File: src/rtl/sdram_test_pkg.sv
// Shared definitions for the SDRAM pattern tester.
//   state_t    : tester FSM encoding
//   PAT_*      : pat_sel encodings
//   LFSR_TAPS  : Galois feedback mask for taps 32, 22, 2, 1
//   lfsr_step  : one right-shifting Galois LFSR step
package sdram_test_pkg;

  typedef enum logic [2:0] {
    IDLE     = 3'd0,
    WR       = 3'd1,
    RD_ISSUE = 3'd2,
    RD_WAIT  = 3'd3,
    DONE     = 3'd4
  } state_t;

  localparam logic [1:0] PAT_INC   = 2'd0;
  localparam logic [1:0] PAT_ADDR  = 2'd1;
  localparam logic [1:0] PAT_WALK1 = 2'd2;
  localparam logic [1:0] PAT_LFSR  = 2'd3;

  localparam logic [31:0] LFSR_TAPS = 32'h8020_0003;

  function automatic logic [31:0] lfsr_step(input logic [31:0] s);
    lfsr_step = s[0] ? ((s >> 1) ^ LFSR_TAPS) : (s >> 1);
  endfunction

endpackage

File: src/rtl/tester_pattern_gen.sv
// Data pattern generator shared by the write and read phases, so the data
// written to a word and the data expected back from it come from the same
// logic.
//   clk100, rst_p : clock, asynchronous active-high reset
//   load          : restart the sequence at the first word of a phase
//   advance       : step to the next word
//   pat_sel, seed : pattern selection and seed (next-cycle values)
//   addr, idx     : address and index of the word the pattern is for
//   pattern       : registered pattern for the current command word
// addr/idx/seed/pat_sel are the values the tester is about to register, so
// pattern lines up with cmd_address in the same cycle.
module tester_pattern_gen
  import sdram_test_pkg::*;
#(
  parameter int AW = 23,
  parameter int DW = 32
) (
  input  logic          clk100,
  input  logic          rst_p,
  input  logic          load,
  input  logic          advance,
  input  logic [1:0]    pat_sel,
  input  logic [DW-1:0] seed,
  input  logic [AW-1:0] addr,
  input  logic [AW-1:0] idx,
  output logic [DW-1:0] pattern
);

  logic [31:0]   lfsr_q, lfsr_d;
  logic [DW-1:0] pattern_q, pattern_d;
  logic [31:0]   seed32;
  logic [DW-1:0] walk_one;

  assign seed32   = 32'(seed);
  assign walk_one = DW'(1) << (32'(idx) % DW);

  always_comb begin
    lfsr_d    = lfsr_q;
    pattern_d = pattern_q;
    // The LFSR value for word k is the state after k steps from the seed;
    // an all-zero seed would lock the register, so it is replaced by 1.
    if (load) begin
      lfsr_d = (seed32 == 32'd0) ? 32'd1 : seed32;
    end else if (advance) begin
      lfsr_d = lfsr_step(lfsr_q);
    end
    if (load || advance) begin
      case (pat_sel)
        PAT_INC:   pattern_d = seed + DW'(idx);
        PAT_ADDR:  pattern_d = DW'(addr);
        PAT_WALK1: pattern_d = walk_one;
        default:   pattern_d = DW'(lfsr_d);
      endcase
    end
  end

  always_ff @(posedge clk100 or posedge rst_p) begin
    if (rst_p) begin
      lfsr_q    <= 32'd0;
      pattern_q <= '0;
    end else begin
      lfsr_q    <= lfsr_d;
      pattern_q <= pattern_d;
    end
  end

  assign pattern = pattern_q;

endmodule

File: src/rtl/sdram_pattern_tester.sv
// SDRAM self-test engine: writes a programmable window with a selectable
// pattern, reads it back and compares, reporting pass/fail, a saturating
// error count and the first miscompare.
//   clk100, rst_p            : clock, asynchronous active-high reset
//   start, abort             : single-cycle control requests
//   pat_sel, seed            : pattern configuration (sampled at start)
//   addr_lo, addr_hi         : inclusive address window (sampled at start)
//   cmd_*                    : command port towards the SDRAM controller
//   data_out, data_out_ready : read return from the controller
//   busy, done, pass, cfg_err, aborted, err_count, first_err_* : status
// Command handshake: a command is transferred in a cycle where
// cmd_enable=1 and cmd_ready=1; until then cmd_enable, cmd_wr, cmd_address
// and cmd_data_in hold stable. Only one read is ever outstanding.
module sdram_pattern_tester
  import sdram_test_pkg::*;
#(
  parameter int AW          = 23,
  parameter int DW          = 32,
  parameter int CW          = 16,
  parameter bit STOP_ON_ERR = 1'b0
) (
  input  logic          clk100,
  input  logic          rst_p,
  input  logic          start,
  input  logic          abort,
  input  logic [1:0]    pat_sel,
  input  logic [DW-1:0] seed,
  input  logic [AW-1:0] addr_lo,
  input  logic [AW-1:0] addr_hi,
  input  logic          cmd_ready,
  output logic          cmd_enable,
  output logic          cmd_wr,
  output logic [AW-1:0] cmd_address,
  output logic [DW-1:0] cmd_data_in,
  input  logic [DW-1:0] data_out,
  input  logic          data_out_ready,
  output logic          busy,
  output logic          done,
  output logic          pass,
  output logic          cfg_err,
  output logic          aborted,
  output logic [CW-1:0] err_count,
  output logic [AW-1:0] first_err_addr,
  output logic [DW-1:0] first_err_exp,
  output logic [DW-1:0] first_err_got
);

  state_t        state_q, state_d;
  logic [AW-1:0] addr_q, addr_d, lo_q, lo_d, hi_q, hi_d;
  logic [1:0]    pat_sel_q, pat_sel_d;
  logic [DW-1:0] seed_q, seed_d;
  logic          abort_pend_q, abort_pend_d;
  logic          cmd_enable_q, cmd_enable_d, cmd_wr_q, cmd_wr_d;
  logic          busy_q, busy_d, done_q, done_d, pass_q, pass_d;
  logic          cfg_err_q, cfg_err_d, aborted_q, aborted_d;
  logic [CW-1:0] err_count_q, err_count_d;
  logic [AW-1:0] fe_addr_q, fe_addr_d;
  logic [DW-1:0] fe_exp_q, fe_exp_d, fe_got_q, fe_got_d;

  logic          gen_load, gen_adv, finish, finish_abort, miss;
  logic [DW-1:0] pattern;

  assign miss = (data_out != pattern);

  always_comb begin
    state_d      = state_q;
    addr_d       = addr_q;
    lo_d         = lo_q;
    hi_d         = hi_q;
    pat_sel_d    = pat_sel_q;
    seed_d       = seed_q;
    abort_pend_d = abort_pend_q;
    done_d       = done_q;
    pass_d       = pass_q;
    cfg_err_d    = cfg_err_q;
    aborted_d    = aborted_q;
    err_count_d  = err_count_q;
    fe_addr_d    = fe_addr_q;
    fe_exp_d     = fe_exp_q;
    fe_got_d     = fe_got_q;
    gen_load     = 1'b0;
    gen_adv      = 1'b0;
    finish       = 1'b0;
    finish_abort = 1'b0;

    case (state_q)
      IDLE, DONE: begin
        // start has priority over a coincident abort here: abort only acts
        // on a running test.
        if (start) begin
          lo_d         = addr_lo;
          hi_d         = addr_hi;
          pat_sel_d    = pat_sel;
          seed_d       = seed;
          abort_pend_d = 1'b0;
          err_count_d  = '0;
          fe_addr_d    = '0;
          fe_exp_d     = '0;
          fe_got_d     = '0;
          pass_d       = 1'b0;
          done_d       = 1'b0;
          aborted_d    = 1'b0;
          cfg_err_d    = 1'b0;
          if (addr_lo > addr_hi) begin
            cfg_err_d = 1'b1;
            finish    = 1'b1;
          end else begin
            state_d  = WR;
            addr_d   = addr_lo;
            gen_load = 1'b1;
          end
        end
      end
      WR: begin
        // An abort wins even over a coincident last write acceptance.
        if (abort) begin
          finish_abort = 1'b1;
        end else if (cmd_ready) begin
          if (addr_q == hi_q) begin
            state_d  = RD_ISSUE;
            addr_d   = lo_q;
            gen_load = 1'b1;
          end else begin
            addr_d  = addr_q + 1'b1;
            gen_adv = 1'b1;
          end
        end
      end
      RD_ISSUE: begin
        // A read accepted together with abort is still outstanding; its
        // return is drained in RD_WAIT before the test ends.
        if (cmd_ready) begin
          state_d      = RD_WAIT;
          abort_pend_d = abort;
        end else if (abort) begin
          finish_abort = 1'b1;
        end
      end
      RD_WAIT: begin
        if (abort) abort_pend_d = 1'b1;
        if (data_out_ready) begin
          if (abort || abort_pend_q) begin
            finish_abort = 1'b1;
          end else begin
            if (miss) begin
              if (err_count_q != '1) err_count_d = err_count_q + 1'b1;
              // err_count saturates and never returns to zero, so zero
              // marks the first miscompare of the test.
              if (err_count_q == '0) begin
                fe_addr_d = addr_q;
                fe_exp_d  = pattern;
                fe_got_d  = data_out;
              end
            end
            if ((addr_q == hi_q) || (STOP_ON_ERR && miss)) begin
              finish = 1'b1;
            end else begin
              addr_d  = addr_q + 1'b1;
              gen_adv = 1'b1;
              state_d = RD_ISSUE;
            end
          end
        end
      end
      default: state_d = IDLE;
    endcase

    if (finish_abort) begin
      aborted_d = 1'b1;
      finish    = 1'b1;
    end
    if (finish) begin
      state_d      = DONE;
      done_d       = 1'b1;
      abort_pend_d = 1'b0;
      pass_d       = (err_count_d == '0) && !finish_abort && !cfg_err_d;
    end

    cmd_enable_d = (state_d == WR) || (state_d == RD_ISSUE);
    cmd_wr_d     = (state_d == WR);
    busy_d       = (state_d == WR) || (state_d == RD_ISSUE) || (state_d == RD_WAIT);
  end

  always_ff @(posedge clk100 or posedge rst_p) begin
    if (rst_p) begin
      state_q      <= IDLE;
      addr_q       <= '0;
      lo_q         <= '0;
      hi_q         <= '0;
      pat_sel_q    <= '0;
      seed_q       <= '0;
      abort_pend_q <= 1'b0;
      cmd_enable_q <= 1'b0;
      cmd_wr_q     <= 1'b0;
      busy_q       <= 1'b0;
      done_q       <= 1'b0;
      pass_q       <= 1'b0;
      cfg_err_q    <= 1'b0;
      aborted_q    <= 1'b0;
      err_count_q  <= '0;
      fe_addr_q    <= '0;
      fe_exp_q     <= '0;
      fe_got_q     <= '0;
    end else begin
      state_q      <= state_d;
      addr_q       <= addr_d;
      lo_q         <= lo_d;
      hi_q         <= hi_d;
      pat_sel_q    <= pat_sel_d;
      seed_q       <= seed_d;
      abort_pend_q <= abort_pend_d;
      cmd_enable_q <= cmd_enable_d;
      cmd_wr_q     <= cmd_wr_d;
      busy_q       <= busy_d;
      done_q       <= done_d;
      pass_q       <= pass_d;
      cfg_err_q    <= cfg_err_d;
      aborted_q    <= aborted_d;
      err_count_q  <= err_count_d;
      fe_addr_q    <= fe_addr_d;
      fe_exp_q     <= fe_exp_d;
      fe_got_q     <= fe_got_d;
    end
  end

  tester_pattern_gen #(.AW(AW), .DW(DW)) u_pattern_gen (
    .clk100  (clk100),
    .rst_p   (rst_p),
    .load    (gen_load),
    .advance (gen_adv),
    .pat_sel (pat_sel_d),
    .seed    (seed_d),
    .addr    (addr_d),
    .idx     (addr_d - lo_d),
    .pattern (pattern)
  );

  assign cmd_enable     = cmd_enable_q;
  assign cmd_wr         = cmd_wr_q;
  assign cmd_address    = addr_q;
  assign cmd_data_in    = pattern;
  assign busy           = busy_q;
  assign done           = done_q;
  assign pass           = pass_q;
  assign cfg_err        = cfg_err_q;
  assign aborted        = aborted_q;
  assign err_count      = err_count_q;
  assign first_err_addr = fe_addr_q;
  assign first_err_exp  = fe_exp_q;
  assign first_err_got  = fe_got_q;

endmodule

File: config.mk
export PLATFORM = sky130hd
export DESIGN_NAME = sdram_pattern_tester
export DESIGN_NICKNAME = d
export VERILOG_FILES = /design/src/rtl/sdram_test_pkg.sv /design/src/rtl/tester_pattern_gen.sv /design/src/rtl/sdram_pattern_tester.sv
export SDC_FILE = /design/constraint.sdc
export NUM_CORES = 1
export LEC_CHECK = 0
export ABC_CLOCK_PERIOD_IN_PS = 10300
export CORE_ASPECT_RATIO = 0.75
export CORE_MARGIN = 8
export CORE_UTILIZATION = 55
export DETAILED_ROUTE_END_ITERATION = 12
export HOLD_SLACK_MARGIN = 0.03
export PLACE_DENSITY = 0.82
export SLEW_MARGIN = 0
export SYNTH_ARGS = -nofsm -noshare
export SYNTH_HDL_FRONTEND = slang
export SYNTH_HIERARCHICAL = 1
export SYNTH_SLANG_ARGS = --single-unit
File: constraint.sdc
create_clock -name clk100 -period 10.3 [get_ports clk100]
set_input_delay 3.09 -clock clk100 [delete_from_list [all_inputs] [get_ports clk100]]
set_output_delay 3.09 -clock clk100 [all_outputs]
set_load 0.05 [all_outputs]
# Yosys cells after proc, flatten, opt, wreduce, memory -nomap -nowiden
# Cells that the tools add are included.
[word_totals]
input_bits = 118
word_cells = 160
out_inout_bits = 165
regBits = 281
[classes]
n_lt_le_gt_ge = 1
n_bitwise = 1
shifts = 1
addsub = 4
n_mux = 88
n_eq_ne = 20
reduce_logical = 25
[op_table]
columns = ["cell", "count"]
rows = [
  ["$mux W32", 15],
  ["$mux W23", 15],
  ["$pmux W32 S2", 2],
  ["$pmux W32 S3", 1],
  ["$mux W16", 5],
  ["$pmux W23 S3", 1],
  ["$pmux W23 S2", 1],
  ["$add A32 B23 Y32", 1],
  ["$logic_not A16 Y1", 2],
  ["$logic_not A32 Y1", 1],
  ["$ne A32 B32 Y1", 1],
  ["$pmux W16 S2", 1],
  ["$shl A1 B5 Y32 const A", 1],
  ["$mux W3", 10],
  ["$mux W1", 29],
  ["$add A23 B1 Y23 const B", 1],
  ["$eq A23 B23 Y1", 1],
  ["$gt A23 B23 Y1", 1],
  ["$sub A23 B23 Y23", 1],
  ["$add A16 B1 Y16 const B", 1],
  ["$ne A16 B16 Y1 const B", 1],
  ["$eq A3 B2 Y1 const B", 4],
  ["$pmux W3 S4", 1],
  ["$ne A2 B2 Y1 const B", 5],
  ["other kinds (20)", 38],
]

# Depth between registers and ports, before layout
# Gate-level depths: netlist of run 1.
[logic_depth]
word_depth = 10
depth_mapped = 32
ltp_nobuf = 31

# Hierarchy
# The synthesis of run 1 kept the hierarchy.
[modules_own_cells]
columns = ["mod", "seq_area_each_um2", "instances", "cells_per_inst", "area_each_um2"]
rows = [
  ["sdram_pattern_tester", 5430.2, 1, 1554, 12677.2],
  ["tester_pattern_gen", 1601.5, 1, 606, 4948.5],
]

# Least setup slack after synthesis of run 1
# No wires, ideal clock.
[synth_path]
path_kind = "input-to-reg"
start = "in addr_hi[21]"
end = "reg u_pattern_gen.pattern_q[29] (netlist: u_pattern_gen/pattern[29])"
setup_slack_ns = 1.801
cell_stages = 31
arrival_time_ns = 8.367
n_path_buf = 1
required_time_ns = 10.168
setup_time_ns = 0.132
path_cell_list = "inv_1 -> ha_1 -> nand4_1 -> nor4_1 -> nand3_1 -> o31a_1 -> nor2_1 -> nor2_1 -> nand2_1 -> o311a_1 -> ha_1 -> inv_1 -> fa_1 -> a211oi_1 -> o21bai_1 -> a21oi_1 -> o21ai_0 -> a21oi_1 -> nor2b_1 -> o21ai_0 -> a222oi_1 -> ha_1 -> buf_6 -> nand4_1 -> nor3_2 -> o211ai_2 -> a21oi_2 -> o211ai_2 -> a211oi_2 -> xnor2_1 -> o22ai_2"
[synth_via]
elab_chain_cells = 7
word_cells_on_any_way = 13
cone_classes = "add/sub: 2; order compare: 1; shift: 1; mux: 8; reduce/logical: 1"
[synth_rtl]
columns = ["item", "line", "source"]
rows = [
  ["start, declared", "sdram_pattern_tester.sv:29", "input logic [AW-1:0] addr_hi,"],
  ["$gt A23 B23 Y1 *", "sdram_pattern_tester.sv:104", "if (addr_lo > addr_hi) begin"],
  ["$mux W23", "sdram_pattern_tester.sv:104", ""],
  ["$mux W23", "sdram_pattern_tester.sv:90", "if (start) begin"],
  ["$pmux W23 S3", "sdram_pattern_tester.sv:86", "case (state_q)"],
  ["$sub A23 B23 Y23", "sdram_pattern_tester.sv:234", ".idx (addr_d - lo_d),"],
  ["$add A32 B23 Y32 / $shl A1 B5 Y32 (equally long branches)", "tester_pattern_gen.sv:49, tester_pattern_gen.sv:35", ""],
  ["$pmux W32 S3", "tester_pattern_gen.sv:48", "case (pat_sel)"],
  ["end signal, assigned", "tester_pattern_gen.sv:63", "pattern_q <= pattern_d;"],
  ["end, declared", "tester_pattern_gen.sv:30", "logic [DW-1:0] pattern_q, pattern_d;"],
]
# Every way passes the cells marked *; elsewhere a longest branch is shown, timed or not.
# A chain may end at the register's enable or synchronous reset.

# Final worst setup path of run 1
[layout_path]
start = "in addr_hi[21]"
end = "reg u_pattern_gen.pattern_q[26] (netlist: u_pattern_gen/pattern[26])"
# The elaborated chain is that of the path after synthesis.

==> results of run 1 <==
[layout make-up]
class | instances | share of cell area (%)
sequential | 281 | 32.3
clock inverter | 9 | 0.551
timing repair buffer | 329 | 14.6
multi-input combinational | 1679 | 44.9
tap | 406 | 2.33
clock buffer | 45 | 4.03
inverter | 76 | 1.34
[metal layers]
| metal | GRT usage [%] | vias up | part of all wire (%) |
|---|---|---|---|
| li1 | - | 7955 | - |
| met1 | 50.4 | 8615 | 42 |
| met2 | 53.3 | 1228 | 42 |
| met3 | 10.8 | 174 | 13 |
| met4 | 11.1 | 2 | 3.6 |
| met5 | 0 | - | 0.018 |
[synth_stat cells (15+ instances only)]
cell | count | area share (%)
a31oi_1 | 16 | 0.57
mux2i_1 | 46 | 2.6
dfrtp_1 | 281 | 40
nor4_1 | 22 | 0.78
xnor2_1 | 72 | 3.6
inv_1 | 76 | 1.6
a21oi_1 | 108 | 3.1
buf_2 | 16 | 0.45
ha_1 | 71 | 5.0
o211ai_1 | 17 | 0.72
nand4_1 | 26 | 0.92
clkbuf_1 | 88 | 1.9
o21ai_0 | 233 | 6.6
a21o_1 | 15 | 0.64
nand2_1 | 535 | 11
and3_1 | 16 | 0.57
nor3_1 | 23 | 0.65
nor2_1 | 144 | 3.1
a22oi_1 | 22 | 0.94
nand3_1 | 44 | 1.2
xor2_1 | 47 | 2.3
o22ai_1 | 19 | 0.67
[sequential cells by signal, summed over array words and instances (netlist names)]
name	flops
err_count	16
pass	1
pat_sel_q	2
cmd_address	23
state_q	3
lo_q	23
seed_q	32
cmd_wr	1
first_err_got	32
u_pattern_gen/lfsr_q	32
busy	1
done	1
first_err_exp	32
first_err_addr	23
cfg_err	1
u_pattern_gen/pattern	32
abort_pend_q	1
aborted	1
cmd_enable	1
hi_q	23
[through the flow]
step | utilization, % | instances | hold slack, ns
final | 69.4 | 2825 | 0.480
after global routing | 69.4 | 2825 | 0.509
after floorplan | - | 2160 | 0.463
after CTS | 69.4 | 2825 | 0.483
after detailed placement | 66.2 | 2771 | 0.468
after global placement | 66.2 | 2771 | 0.460
[critical path, delay by kind of cell]
kind                       cells  cell delay, ns
AOI/OAI and AO/OA             13            2.83
and+or+nand+nor                9            1.98
adders and majority gates      4            1.08
buffers and inverters          3            0.59
muxes                          1            0.35
xor gates and xnor gates       1            0.19
[cell families (layout without fill, tap and decap cells)]
family	after synthesis	after routing
adders and majority gates	73	73
and+or+nand+nor	881	881
DFF	281	281
buffers and inverters	200	459
xor gates and xnor gates	119	119
AOI/OAI and AO/OA	554	554
muxes	52	52
[worst min-delay path by stage]
stage               slack, ns                      startpoint                              to
floorplan                0.46          pat_sel_q[0]$_DFF_PP0_          pat_sel_q[0]$_DFF_PP0_
global placement         0.46  first_err_addr[20]$_DFFE_PP0P_  first_err_addr[20]$_DFFE_PP0P_
detailed placement       0.47                done$_DFFE_PP0P_                done$_DFFE_PP0P_
CTS                      0.48                done$_DFFE_PP0P_                done$_DFFE_PP0P_
global route             0.51  first_err_addr[21]$_DFFE_PP0P_  first_err_addr[21]$_DFFE_PP0P_
finish                   0.48    first_err_exp[9]$_DFFE_PP0P_    first_err_exp[9]$_DFFE_PP0P_
==> flow_summary.json, run 1 <==
{
  "io_pins": 283,
  "yosys_register_bits": 281,
  "clk_latency_ns": 0.60,
  "start_util_pct": 56.2,
  "cp_max_fo": 6,
  "cp-end-kind": "flip-flop",
  "die_h_um": 171,
  "cts_max_level": 1,
  "finalHoldViolations": 0,
  "grt_overflow": 0,
  "status": "finished, final reports clean",
  "r2r_slack_ns": 2.77,
  "grt.total_usage_pct": 36.1,
  "drc": 0,
  "path_clk_slew_ns": 0.06,
  "cts_max_path_buffers": 3,
  "synth_mux_area_share_pct": 3.06,
  "worstHoldPathCells": 2,
  "cp_slowest_cell": "nor4_1",
  "final_area_sq_mm": 0.0218,
  "grt_max_degree": 100,
  "cp.arrival_ns": 10.12,
  "max-slew-margin-rel_pct": 7.78,
  "pre_cts_ws_ns": 0.296,
  "vias_per_cell": 6.36,
  "rsz0062_at_grt": "false",
  "layout_common_cells": "nand2_1, clkdlybuf4s50_1, dfrtp_1, o21ai_0, nor2_1",
  "first_iter_violations": 2513,
  "portBuffers": 282,
  "cts_tree": "yes",
  "endpoint": "u_pattern_gen/pattern[26]$_DFFE_PP0P_",
  "placed_cell_area_sq_mm": 0.0208,
  "synth.distinct_cells": 90,
  "root_buffer": "clkbuf_16",
  "ys_seq_area_share_pct": 39.9,
  "final.setup_skew_ns": 0.0230,
  "rows": 56,
  "ant_nets": 0,
  "layout.nets": 2588,
  "globalplace.congestion": 1.00,
  "dpl.hpwl_um": 53700,
  "antenna_found_initial": 3,
  "post-route-period-util_pct": 93.1,
  "synth_compound_area_share_pct": 19.3,
  "grt_pass1_wl_um": 107000,
  "ff_latch_area_sq_mm": 0.00703,
  "synth_flop_cell": "dfrtp_1",
  "synth_xor_xnor_area_share_pct": 5.91,
  "setup_slack_ns": 0.709,
  "core_area_sq_mm": 0.0314,
  "rr_worst_depth": 28,
  "tns_ns": 0,
  "crit_path_start_kind": "input port",
  "postSynthAreaPerCell_sq_um": 8.16,
  "nFillCells": 2529,
  "grt_pass1_vias": 17300,
  "critPathLaunch": "addr_hi[21]",
  "synth_edf_count": 0,
  "rr_startpoint": "cmd_address[2]$_DFF_PP0_",
  "min_period_ns": 9.59,
  "syn_to_final_growth_pct": 23.6,
  "synth_top_family_by_area": "simple AND/OR/NAND/NOR gates",
  "antenna_cells": 0,
  "slowest_delay_ns": 0.56,
  "drv_slew": 0,
  "synth-adder-area-share_pct": 5.27,
  "cts_hold_buffers": 0,
  "die_x_um": 223,
  "multi_input_area_sq_mm": 0.00978,
  "rr_endpoint": "u_pattern_gen/pattern[26]$_DFFE_PP0P_",
  "die_area_sq_mm": 0.0381,
  "postCtsResizedCells": 0,
  "tightest_slew_ns": 1.37,
  "drive_above_1_share_pct": 5.95,
  "vias": 18000,
  "syn_nets": 2351,
  "max_cap_violations": 0,
  "cts-buffers-inserted": 30,
  "setup_viol": 0,
  "wl_um": 70400,
  "yosys.area_share.simple_pct": 21.7,
  "hp-class": "flip-flop to flip-flop",
  "async_reset_ff_share_pct": 100,
  "path_class": "input port to flip-flop",
  "cp.required_ns": 10.83,
  "firstDrtPassIters": 6,
  "avgRoutedWirePerCell_um": 24.9,
  "ys_warn_count": 6,
  "synthCells": 2160,
  "netlist_area_sq_mm": 0.0176,
  "cts_setup_buffers": 0,
  "cts_num_sinks": 281,
  "final_common_cell": "nand2_1",
  "fmax_ghz": 0.104
}
Power of run 1 is left out: the tool's default activity adds up to more than one toggle a clock period on the data nets, which glitch-free logic cannot reach.
==> inputs of run 2 (changes only) <==
--- a/config.mk
+++ b/config.mk
@@ -11,7 +11,7 @@
 export CORE_UTILIZATION = 55
 export DETAILED_ROUTE_END_ITERATION = 12
 export HOLD_SLACK_MARGIN = 0.03
-export PLACE_DENSITY = 0.82
+export PLACE_DENSITY = 0.79
 export SLEW_MARGIN = 0
 export SYNTH_ARGS = -nofsm -noshare
 export SYNTH_HDL_FRONTEND = slang
==> run 2 against run 1 <==
  * Wire length down 0.22%
  * Non-clock buffer count down 7
  * Cell count down 0.21%
  * Critical path type unchanged
  * Flip-flop and latch count unchanged
  * Final area down 0.12%
  * Global-route usage down 0.14 points
  * Via count down 0.28%
  * Critical path depth unchanged
  * Largest cell class unchanged
  * Utilization down 0.084 points
  * Hold slack worse by 0.0016 ns
==> flow_summary.json, run 2 (synthesized netlist as in run 1, its figures left out) <==
{
  "total_power_mw": 9.23,
  "vdd_drop_max_v": 0.000351,
  "p_switching_mw": 4.97,
  "root_buffer": "clkbuf_16",
  "layout_common_cells": "nand2_1, clkdlybuf4s50_1, dfrtp_1, o21ai_0, nor2_1",
  "grt_max_degree": 96,
  "crit_path_start_kind": "input port",
  "cts_max_path_buffers": 3,
  "post-route-period-util_pct": 92.3,
  "globalplace.congestion": 0.998,
  "path_clk_slew_ns": 0.06,
  "drive_above_1_share_pct": 5.59,
  "clk_latency_ns": 0.60,
  "first_iter_violations": 2593,
  "die_h_um": 171,
  "layout.nets": 2581,
  "cp_max_fo": 6,
  "multi_input_area_sq_mm": 0.00978,
  "ff_latch_area_sq_mm": 0.00703,
  "nFillCells": 2583,
  "final.setup_skew_ns": 0.0147,
  "grt_pass1_wl_um": 106000,
  "io_pins": 283,
  "comb_power_share_pct": 67.2,
  "avgRoutedWirePerCell_um": 24.9,
  "dpl.hpwl_um": 53000,
  "antenna_found_initial": 1,
  "vias": 17900,
  "max_cap_violations": 0,
  "cp.required_ns": 10.82,
  "firstDrtPassIters": 6,
  "hp-class": "flip-flop to flip-flop",
  "drv_slew": 0,
  "top_usage_layer": "met2",
  "wl_um": 70300,
  "die_area_sq_mm": 0.0381,
  "ant_nets": 0,
  "cts_setup_buffers": 0,
  "min_period_ns": 9.50,
  "portBuffers": 282,
  "p_sw_share_pct": 53.8,
  "p_clk_share_pct": 12.4,
  "cp-end-kind": "flip-flop",
  "cts-buffers-inserted": 30,
  "cp.buffers_inverters": 3,
  "path_class": "input port to flip-flop",
  "met2_usage_pct": 53.1,
  "p_leak_nw": 9.36,
  "cts_max_level": 1,
  "cts_num_sinks": 281,
  "drc": 0,
  "tns_ns": 0,
  "cp.arrival_ns": 10.02,
  "power_density_mw_per_mm2": 424,
  "grt_overflow": 0,
  "seqPwrFrac_pct": 20.4,
  "pre_cts_ws_ns": 0.427,
  "start_util_pct": 56.2,
  "max-slew-margin-rel_pct": 9.89,
  "die_x_um": 223,
  "vias_per_cell": 6.36,
  "grt.total_usage_pct": 35.9,
  "setup_slack_ns": 0.795,
  "met3_usage_pct": 12.8,
  "final_common_cell": "nand2_1",
  "cts_tree": "yes",
  "finalHoldViolations": 0,
  "syn_to_final_growth_pct": 23.5,
  "tightest_slew_ns": 1.34,
  "status": "finished, final reports clean",
  "cp_slowest_cell": "nor4_1",
  "grt_pass1_vias": 17200,
  "postCtsResizedCells": 0,
  "met1_usage_pct": 49.4,
  "fmax_ghz": 0.105,
  "core_area_sq_mm": 0.0314,
  "cpLargestDelayFamily": "compound AO/OA/AOI/OAI gates",
  "cts_hold_buffers": 0,
  "p_int_mw": 4.26,
  "slowest_delay_ns": 0.51,
  "antenna_cells": 0,
  "rsz0062_at_grt": "false",
  "rows": 56,
  "setup_viol": 0
}
run 2: layer usage:
layer / wire [um] / vias to the layer above
li1: - / 7936
met1: 28900 / 8583
met2: 29700 / 1229
met3: 9450 / 173
met4: 2190 / 2
met5: 11 / -
run 2: final timing paths:
path                                               start                               endpoint  slack (ns)  depth (start not counted)
min in group asynchronous                          rst_p                   seed_q[17]$_DFF_PP0_        3.04                          2
max in group asynchronous                          rst_p          first_err_got[27]$_DFFE_PP0P_        5.78                          3
min reg2reg                first_err_exp[12]$_DFFE_PP0P_          first_err_exp[12]$_DFFE_PP0P_        0.48                          2
min                        first_err_exp[12]$_DFFE_PP0P_          first_err_exp[12]$_DFFE_PP0P_        0.48                          2
max reg2reg                     cmd_address[2]$_DFF_PP0_  u_pattern_gen/pattern[28]$_DFFE_PP0P_        2.75                         28
max                                          addr_hi[21]  u_pattern_gen/pattern[28]$_DFFE_PP0P_        0.80                         31
run 2: layout make-up:
class,count,area share (%)
sequential,281,32.3
inverter,76,1.35
multi-input combinational,1679,45.0
timing repair buffer,322,14.3
clock inverter,11,0.874
tap,406,2.33
clock buffer,44,3.83
run 2: tightest hold or removal path, cell delays in order, from the launching register on:
cell,delay (ns)
dfrtp_1,0.34
nand2_1,0.05
o21ai_0,0.06
run 2: through the flow:
step	hold WS [ns]	cells	util, %	instance area (sq um)
after floorplan	0.463	2160	-	17600
after global placement	0.461	2764	66.1	20700
after detailed placement	0.469	2764	66.1	20700
after CTS	0.483	2819	69.3	21800
after global routing	0.498	2819	69.3	21800
final	0.479	2819	69.3	21800
run 2: power by group through the flow:
| stage | Sequential (mW) | Clock (mW) | Combinational, mW |
|---|---|---|---|
| after floorplan | 2.02 | 0 | 3.89 |
| after global placement | 1.87 | 0 | 5.90 |
| after detailed placement | 1.88 | 0 | 5.95 |
| after CTS | 1.86 | 1.15 | 5.99 |
| after global routing | 1.90 | 1.19 | 6.64 |
| final | 1.89 | 1.15 | 6.20 |
Note: power is estimated with default switching activity, not from simulation.
